File: src/rtl/rram_access_sequencer_pkg.sv
// Shared types and default geometry for the RRAM access sequencer.
package rram_access_sequencer_pkg;

    localparam int unsigned B_SIZE_DEF = 4;
    localparam int unsigned X_SIZE_DEF = 3;
    localparam int unsigned Y_SIZE_DEF = 5;
    localparam int unsigned CNT_W      = 4;

    typedef enum logic [1:0] {
        IDLE   = 2'd0,
        SETUP  = 2'd1,
        ACCESS = 2'd2,
        DONE   = 2'd3
    } state_t;

    // Counter preload: the last EN cycle is the one where the counter reads 0.
    function automatic logic [CNT_W-1:0] cycles_to_count(input int unsigned cycles);
        return CNT_W'(cycles - 1);
    endfunction

endpackage

File: src/rtl/rram_access_sequencer.sv
// Single-request RRAM sequencer: 1 setup cycle, RD/WR_CYCLES of EN, response 2+N cycles after accept.
// One op in flight; req_ready only in IDLE; response held in DONE until rsp_ready.
module rram_access_sequencer
    import rram_access_sequencer_pkg::*;
#(
    parameter int unsigned B_SIZE    = B_SIZE_DEF,
    parameter int unsigned X_SIZE    = X_SIZE_DEF,
    parameter int unsigned Y_SIZE    = Y_SIZE_DEF,
    parameter int unsigned RD_CYCLES = 4,
    parameter int unsigned WR_CYCLES = 8
) (
    input  logic                     clk,
    input  logic                     reset,
    input  logic                     req_valid,
    output logic                     req_ready,
    input  logic                     req_rw,
    input  logic [X_SIZE+Y_SIZE-1:0] req_addr,
    input  logic [B_SIZE-1:0]        req_wdata,
    output logic                     EN,
    output logic                     RW,
    output logic [X_SIZE-1:0]        X_ADDRESS_IN,
    output logic [Y_SIZE-1:0]        Y_ADDRESS_IN,
    output logic [B_SIZE-1:0]        WDATA,
    input  logic [B_SIZE-1:0]        SA_DATA,
    output logic                     rsp_valid,
    input  logic                     rsp_ready,
    output logic [B_SIZE-1:0]        rsp_rdata,
    output logic                     rsp_rw
);

    localparam logic [CNT_W-1:0] RD_CNT = cycles_to_count(RD_CYCLES);
    localparam logic [CNT_W-1:0] WR_CNT = cycles_to_count(WR_CYCLES);

    state_t              state_q, state_d;
    logic [CNT_W-1:0]    cnt_q, cnt_d;
    logic                en_q, en_d;
    logic                rw_q, rw_d;
    logic [X_SIZE-1:0]   x_q, x_d;
    logic [Y_SIZE-1:0]   y_q, y_d;
    logic [B_SIZE-1:0]   wdata_q, wdata_d;
    logic                rsp_valid_q, rsp_valid_d;
    logic [B_SIZE-1:0]   rsp_rdata_q, rsp_rdata_d;
    logic                rsp_rw_q, rsp_rw_d;

    always_ff @(posedge clk or posedge reset) begin
        if (reset) begin
            state_q     <= IDLE;
            cnt_q       <= '0;
            en_q        <= 1'b0;
            rw_q        <= 1'b1;
            x_q         <= '0;
            y_q         <= '0;
            wdata_q     <= '0;
            rsp_valid_q <= 1'b0;
            rsp_rdata_q <= '0;
            rsp_rw_q    <= 1'b0;
        end else begin
            state_q     <= state_d;
            cnt_q       <= cnt_d;
            en_q        <= en_d;
            rw_q        <= rw_d;
            x_q         <= x_d;
            y_q         <= y_d;
            wdata_q     <= wdata_d;
            rsp_valid_q <= rsp_valid_d;
            rsp_rdata_q <= rsp_rdata_d;
            rsp_rw_q    <= rsp_rw_d;
        end
    end

    always_comb begin
        state_d     = state_q;
        cnt_d       = cnt_q;
        en_d        = en_q;
        rw_d        = rw_q;
        x_d         = x_q;
        y_d         = y_q;
        wdata_d     = wdata_q;
        rsp_valid_d = rsp_valid_q;
        rsp_rdata_d = rsp_rdata_q;
        rsp_rw_d    = rsp_rw_q;

        case (state_q)
            IDLE: begin
                // Array-side address/data registers load on accept so they are valid throughout SETUP.
                if (req_valid) begin
                    state_d = SETUP;
                    rw_d    = req_rw;
                    x_d     = req_addr[X_SIZE-1:0];
                    y_d     = req_addr[X_SIZE +: Y_SIZE];
                    wdata_d = req_wdata;
                end
            end
            SETUP: begin
                state_d = ACCESS;
                cnt_d   = rw_q ? RD_CNT : WR_CNT;
                en_d    = 1'b1;
            end
            ACCESS: begin
                if (cnt_q == '0) begin
                    state_d     = DONE;
                    en_d        = 1'b0;
                    rsp_valid_d = 1'b1;
                    rsp_rw_d    = rw_q;
                    rsp_rdata_d = rw_q ? SA_DATA : '0;
                end else begin
                    cnt_d = cnt_q - 1'b1;
                end
            end
            DONE: begin
                if (rsp_ready) begin
                    state_d     = IDLE;
                    rsp_valid_d = 1'b0;
                end
            end
            default: begin
                state_d = IDLE;
                en_d    = 1'b0;
            end
        endcase
    end

    assign req_ready    = (state_q == IDLE);
    assign EN           = en_q;
    assign RW           = rw_q;
    assign X_ADDRESS_IN = x_q;
    assign Y_ADDRESS_IN = y_q;
    assign WDATA        = wdata_q;
    assign rsp_valid    = rsp_valid_q;
    assign rsp_rdata    = rsp_rdata_q;
    assign rsp_rw       = rsp_rw_q;

endmodule

File: config.mk
export PLATFORM = sky130hd
export DESIGN_NAME = rram_access_sequencer
export DESIGN_NICKNAME = d
export VERILOG_FILES = /design/src/rtl/rram_access_sequencer_pkg.sv /design/src/rtl/rram_access_sequencer.sv
export SDC_FILE = /design/constraint.sdc
export NUM_CORES = 1
export LEC_CHECK = 0
export ABC_AREA = 1
export CAP_MARGIN = 20
export CORE_MARGIN = 2
export CORE_UTILIZATION = 44
export DETAILED_ROUTE_END_ITERATION = 7
export HOLD_SLACK_MARGIN = 0.06
export PLACE_DENSITY = 0.75
export SLEW_MARGIN = 0
export SYNTH_ARGS = -nofsm -noshare
export SYNTH_HDL_FRONTEND = slang
export SYNTH_SLANG_ARGS = --single-unit
File: constraint.sdc
create_clock -name clk -period 2 [get_ports clk]
set_input_delay 0.3 -clock clk [delete_from_list [all_inputs] [get_ports clk]]
set_output_delay 0.3 -clock clk [all_outputs]
set_load 0.02 [all_outputs]
# == Word level (Yosys, flattened, before mapping) ==
# Cells that the tools add are included.
# totals
register_bits,26
input_bits,21
out_inout_bits,21
word_cells,41
# op_classes
addsub,1
n_eq_ne,7
n_mux,13
n_reduce_logical,10
# op_table
op,count
$mux 4,2
$ne 2x2->1 const B,4
$pmux 2 s4,1
$pmux 4 s2,1
$reduce_and 2->1,4
$mux 2,3
$reduce_and 3->1,2
$eq 2x2->1 const B,2
$logic_not 4->1,1
$pmux 1 s2,2
$reduce_bool 2->1,2
$sub 4x1->4 const B,1
$mux 1,3
$mux 3,1
$eq 2x1->1 const B,1
$logic_not 2->1,1

# == Logic depth before layout (Yosys ltp) ==
# Gate-level depths: netlist (run 1).
# logic_depth
depth_word,3
mapped_depth,8

# == Worst setup path after synthesis (run 1) ==
# OpenSTA, ideal clock, no wires.
# synth_timing
kind,reg-to-reg
from,register state_q[0]
to,"register wdata_q[0], in the netlist WDATA[0]"
arrival_time_ns,1.429
required_ns,1.875
setup_slack_ns,0.447
stages_incl_launch_ff,6
path_buffers,1
period_less_slack_ns,1.553
cell_sequence,dfrtp_1 -> inv_1 -> ha_1 -> nand2_1 -> buf_2 -> mux2_2
# synth_via
elab_chain_len,2
# synth_lines
element,line,rtl
"start, declared",rram_access_sequencer.sv:34,"state_t state_q, state_d;"
"start signal, assigned",rram_access_sequencer.sv:58,state_q <= state_d;
$logic_not 2->1,--,
net req_ready,rram_access_sequencer.sv:15,"output logic req_ready,"
$reduce_and 2->1 (no source line),--,
"end signal, assigned",rram_access_sequencer.sv:64,wdata_q <= wdata_d;
"end, declared",rram_access_sequencer.sv:40,"logic [B_SIZE-1:0] wdata_q, wdata_d;"
# The timed path passes the listed nets, and every way through them passes these cells.
# A chain may end at the register's enable or synchronous reset.

# == Worst setup path after layout (run 1) ==
# layout_timing
from,"register rw_q, in the netlist RW"
to,output RW
# layout_lines
element,line,rtl
"start, declared",rram_access_sequencer.sv:37,"logic rw_q, rw_d;"
"start signal, assigned",rram_access_sequencer.sv:61,rw_q <= rw_d;
"end, declared",rram_access_sequencer.sv:20,"output logic RW,"
# No word-level cell between the ends.

==> results.yml, run 1 <==
power:
  pwr-share-seq: 0.341
  peakVddDrop_mv: 1.09
  power_per_cell_area_nw_per_um2: 1690
  power_leakage_nw: 0.821
  switchingPower_mw: 1.13
  p_clk_frac: 0.124
  switching_share: 0.393
  comb_power_share: 0.535
  p_int_mw: 1.74
drt:
  drtPass1Iterations: 4
  drt_iter0_drc: 27
  vias: 945
  route.detailed.drc: 0
  wl_per_cell_um: 13.0
  post_drt_via_cell_ratio: 4.87
  wl_um: 2520
  final_antenna_net_count: 0
global_route:
  use_met1: 0.220
  antenna_found_initial: 0
  grt_util_all_layers: 0.175
  grt_pass1_vias: 984
  grt_max_degree: 27
  gr-total-overflow: 0
  gr-usage-met3: 0.0256
  grt_busiest_layer: "met2"
  grt_pass1_wl_um: 4380
  met2_usage: 0.309
setup_path:
  critical-path-top-delay-family: "flip-flops"
  worst-setup-path-type: "reg -> out"
  worstPathRequired_ns: 1.70
  cp-end-kind: "output pin"
  crit_chain: "clkdlybuf4s50_1"
  crit_path_start_kind: "register"
  path_max_fanout: 8
  critPathMaxStageDelay_ns: 0.63
  cp_slowest_cell: "dfstp_2"
  path_buf_inv: 1
  worstPathArrival_ns: 1.58
clocking:
  clkLatencyLatePin_ns: 0.32
  cts_buffer_depth: 2
  post_cts_buffers: 0
  post_cts_resized: 0
  cts_hold_buffers: 0
  htree_levels: 1
  clk_pin_slew_ns: 0.14
  cts_root_buf: "clkbuf_4"
  clock-sinks: 26
  numCtsBuffers: 3
  cts_tree: "done"
floorplanning:
  die_width_um: 56.1
  num_rows: 18
  io-pin-count: 42
  initial_utilization: 0.473
  fp.coreArea_um2: 2520
  dieArea_um2: 3140
  chipHeight_um: 56.1
logic_synthesis:
  synthTopCellsByArea: "dfrtp_1 (52%), mux2_2 (12%), nand2_1 (12%), ha_1 (6.3%), nand3_1 (3.8%)"
  yosysTopAreaCell: "dfrtp_1"
  postSynthCellCount: 119
  syn_nets: 146
  yosysSeqAreaShare: 0.547
  ys.warnings.count: 0
  synth_seq_cells: 26
  synth_top_cell_area_share: 0.525
  netlist_area_um2: 1190
  synth_area_per_cell_um2: 10.0
  ys_types: 18
place:
  portBuffers: 41
  placed_area_um2: 1640
  routabilityCongestion: 0.791
  place_hpwl_um: 1950
job:
  maxCapViolCount: 0
layout:
  drive_gt1_frac: 0.146
  final_core_util: 0.673
  layout.nets: 192
  syn2layout_area_growth_pct: 42.4
  final_common_cell: "clkdlybuf4s50_1"
  diodes: 0
  mostFrequentLayoutCells: "clkdlybuf4s50_1 (40), nand2_1 (38), dfrtp_1 (25)"
  postLayoutCellArea_um2: 1700
sta:
  tightest_slew_ns: 0.530
  hold_ws_ns: 0.313
  skew_ns: 0.00510
  setup_tns_ns: 0
  final_max_slew_viol_count: 0
  relSlewSlack: 0.646
  fmax_ghz: 0.533
  fin_crit_sh: 0.939
  setup_viol: 0
  rsz0062_at_grt: "false"
  fin_crit_ns: 1.88
  hold_viol: 0
hold_path:
  hp-class: "in -> async"
status:
  status: "completed"
metrics by stage:
stage	power, mW	std cells	worst slack [ns]
6_report	2.87	194	0.123
3_5_place_dp	2.55	190	0.342
4_1_cts	2.91	194	0.0197
3_3_place_gp	2.48	190	0.377
2_1_floorplan	1.91	119	0.447
5_1_grt	3.11	194	0.0632
registers in the layout (all words and copies together), names as in the netlist:
register / cells
Y_ADDRESS_IN: 5
WDATA: 4
cnt_q: 4
rsp_rdata: 4
X_ADDRESS_IN: 3
state_q: 2
EN: 1
RW: 1
rsp_rw: 1
rsp_valid: 1
layout make-up:
| class | count | area, um^2 |
|---|---|---|
| Multi-Input combinational cell | 79 | 487 |
| Timing Repair Buffer | 42 | 420 |
| Clock buffer | 3 | 22.5 |
| Tap cell | 30 | 37.5 |
| Clock inverter | 1 | 30.0 |
| Inverter | 13 | 48.8 |
| Fill cell | 217 | 825 |
| Sequential cell | 26 | 652 |
per-layer routing:
layer,up-vias,routed length (um)
li1,475,-
met3,2,89
met5,-,0
met4,0,12
met2,20,1390
met1,448,1030
Yosys cell counts (all sizes together):
library cell  number
nand2             39
dfrtp             25
inv               13
mux2              13
nand3              9
ha                 6
nor2               3
o21ai              3
nand4              2
or2                2
a21boi             1
a21oi              1
buf                1
dfstp              1
worst paths after layout:
kind | startpoint | end | slack (ns) | cells after the start
max | RW$_DFFE_PP1P_ | RW | 0.12 | 1
max reg2reg | state_q[0]$_DFFE_PP0P_ | WDATA[2]$_DFFE_PP0P_ | 0.36 | 4
min reg2reg | rsp_rdata[0]$_DFFE_PP0P_ | rsp_rdata[0]$_DFFE_PP0P_ | 0.50 | 2
max in group asynchronous | reset | RW$_DFFE_PP1P_ | 1.40 | 3
min | reset | state_q[0]$_DFFE_PP0P_ | 0.31 | 3
min in group clk | rsp_rdata[0]$_DFFE_PP0P_ | rsp_rdata[0]$_DFFE_PP0P_ | 0.50 | 2
worst reg2reg max path: stages (launching register included):
cell and delay (ns):
dfrtp_1 0.43, inv_1 0.08, ha_1 0.22, nand2_1 0.41
mux2_2 0.40
power by group through the flow:
stage	Combinational (mW)	Clock [mW]	Sequential (mW)
2_1_floorplan	0.688	0	1.22
3_3_place_gp	1.50	0	0.979
3_5_place_dp	1.55	0	0.993
4_1_cts	1.56	0.368	0.980
5_1_grt	1.70	0.389	1.02
6_report	1.54	0.357	0.979
kinds of logic after synthesis:
logic type,synth area share
adder cells (fa/ha/maj),0.0630
AO/OA/AOI/OAI,0.0231
AND/OR/NAND/NOR,0.199
buffers and inverters,0.0451
flip-flops,0.547
multiplexers,0.123
Note: power is estimated with default switching activity, not from simulation.
==> inputs of run 2 (changes only) <==
Settings changed: PLACE_DENSITY 0.75 to 0.86.
==> run 2 against run 1 <==
  * Die area stayed put
  * Non-clock buffer count stayed put
  * Worst hold slack worse by 0.052 ns
  * First-iteration DRC count is 33% lower
  * Clock skew hardly changed
  * Sequential cell count stayed put
  * Clock power is 27% lower
  * Via count is 0.11% lower
  * Critical endpoint unchanged
==> results.yml, run 2 (synthesis gave the netlist of run 1 again) <==
setup_path:
  r2r_setup_slack_ns: 0.34
  timing.rr.end: "WDATA[0]$_DFFE_PP0P_"
  path_max_fanout: 8
  critical-path-top-delay-family: "flip-flops"
  path_buf_inv: 1
  worstPathArrival_ns: 1.59
  worstPathRequired_ns: 1.70
  worst-setup-path-type: "reg -> out"
  crit_path_start_kind: "register"
  rr_startpoint: "state_q[0]$_DFFE_PP0P_"
  crit_chain: "clkdlybuf4s50_1"
  cp-end-kind: "output pin"
  cp_num_cells: 1
  critPathMaxStageDelay_ns: 0.65
  cp_slowest_cell: "dfstp_2"
  rr_worst_depth: 4
floorplanning:
  initial_utilization: 0.473
  dieArea_um2: 3140
  chipHeight_um: 56.1
  die_width_um: 56.1
  fp.coreArea_um2: 2520
  num_rows: 18
  io-pin-count: 42
sta:
  skew_ns: 0.00511
  fmax_ghz: 0.528
  final.setup.worst_slack_ns: 0.107
  setup_tns_ns: 0
  fin_crit_ns: 1.89
  tightest_slew_ns: 0.516
  fin_crit_sh: 0.947
  final_max_slew_viol_count: 0
  hold_viol: 0
  relSlewSlack: 0.655
  rsz0062_at_grt: "false"
  setup_viol: 0
power:
  peakVddDrop_mv: 1.26
  p_int_mw: 1.65
  switching_share: 0.405
  p_total_mw: 2.78
  pwr-share-seq: 0.353
  power_per_cell_area_nw_per_um2: 1650
  power_leakage_nw: 0.814
  p_clk_frac: 0.094
  comb_power_share: 0.553
  switchingPower_mw: 1.13
layout:
  final_cells: 194
  final_common_cell: "clkdlybuf4s50_1"
  mostFrequentLayoutCells: "clkdlybuf4s50_1 (40), nand2_1 (38), dfrtp_1 (25)"
  largest_register_ffs: 5
  layout.nets: 192
  diodes: 0
  drive_gt1_frac: 0.146
  syn2layout_area_growth_pct: 41.0
clocking:
  cts_tree: "done"
  clkLatencyLatePin_ns: 0.32
  cts_root_buf: "clkbuf_4"
  post_cts_buffers: 0
  numCtsBuffers: 3
  clock-sinks: 26
  post_cts_resized: 0
  cts_buffer_depth: 2
  cts_hold_buffers: 0
  htree_levels: 1
  clk_pin_slew_ns: 0.14
place:
  placed_cells: 190
  pre_cts_ws_ns: 0.342
  routabilityCongestion: 0.765
  portBuffers: 41
  place_hpwl_um: 1940
job:
  maxCapViolCount: 0
status:
  status: "completed"
drt:
  vias: 944
  wl_per_cell_um: 12.5
  route.detailed.drc: 0
  drtPass1Iterations: 4
  post_drt_via_cell_ratio: 4.87
  final_antenna_net_count: 0
  drt_iter0_drc: 18
  wl_um: 2430
global_route:
  grt_pass1_vias: 968
  grt_max_degree: 17
  antenna_found_initial: 0
  grt_pass1_wl_um: 4150
  gr-total-overflow: 0
  grt_util_all_layers: 0.166
hold_path:
  hp-class: "in -> async"
==> run 2: power groups by stage <==
| stage | Combinational (mW) | Sequential, mW | Clock [mW] |
|---|---|---|---|
| after floorplan | 0.688 | 1.22 | 0 |
| after global placement | 1.50 | 0.980 | 0 |
| after detailed placement | 1.55 | 0.994 | 0 |
| final | 1.54 | 0.980 | 0.262 |
| after global routing | 1.67 | 1.02 | 0.298 |
| after CTS | 1.55 | 0.984 | 0.270 |
==> run 2: per-stage QoR <==
stage,util,instance area (um^2),hold WS [ns]
after floorplan,-,1190,0.339
after global placement,0.651,1640,0.455
after detailed placement,0.651,1640,0.473
after CTS,0.666,1680,0.270
after global routing,0.667,1680,0.276
final,0.667,1680,0.261
==> run 2: how the worst max path moves through the flow <==
| stage | startpoint | to |
|---|---|---|
| 3_5_place_dp | req_valid | X_ADDRESS_IN[2]$_DFFE_PP0P_ |
| 3_3_place_gp | req_valid | Y_ADDRESS_IN[1]$_DFFE_PP0P_ |
| 4_1_cts | state_q[0]$_DFFE_PP0P_ | req_ready |
| 5_1_grt | RW$_DFFE_PP1P_ | RW |
| 6_report | RW$_DFFE_PP1P_ | RW |
| 2_1_floorplan | state_q[0]$_DFFE_PP0P_ | WDATA[0]$_DFFE_PP0P_ |
==> run 2: per-layer routing <==
layer	track usage	vias to the layer above	share of wire
met4	0.0408	0	0.0062
li1	-	469	-
met5	0	-	0
met3	0.0535	2	0.055
met1	0.187	450	0.42
met2	0.301	23	0.52
==> run 2: area by class of cell <==
type                    instances  area (um^2)
repair buffers                 42          420
flip-flops and latches         26          652
inverters                      13         48.8
well taps                      30         37.5
clock buffers                   4         36.3
multi-input cells              79          487
fillers                       201          841
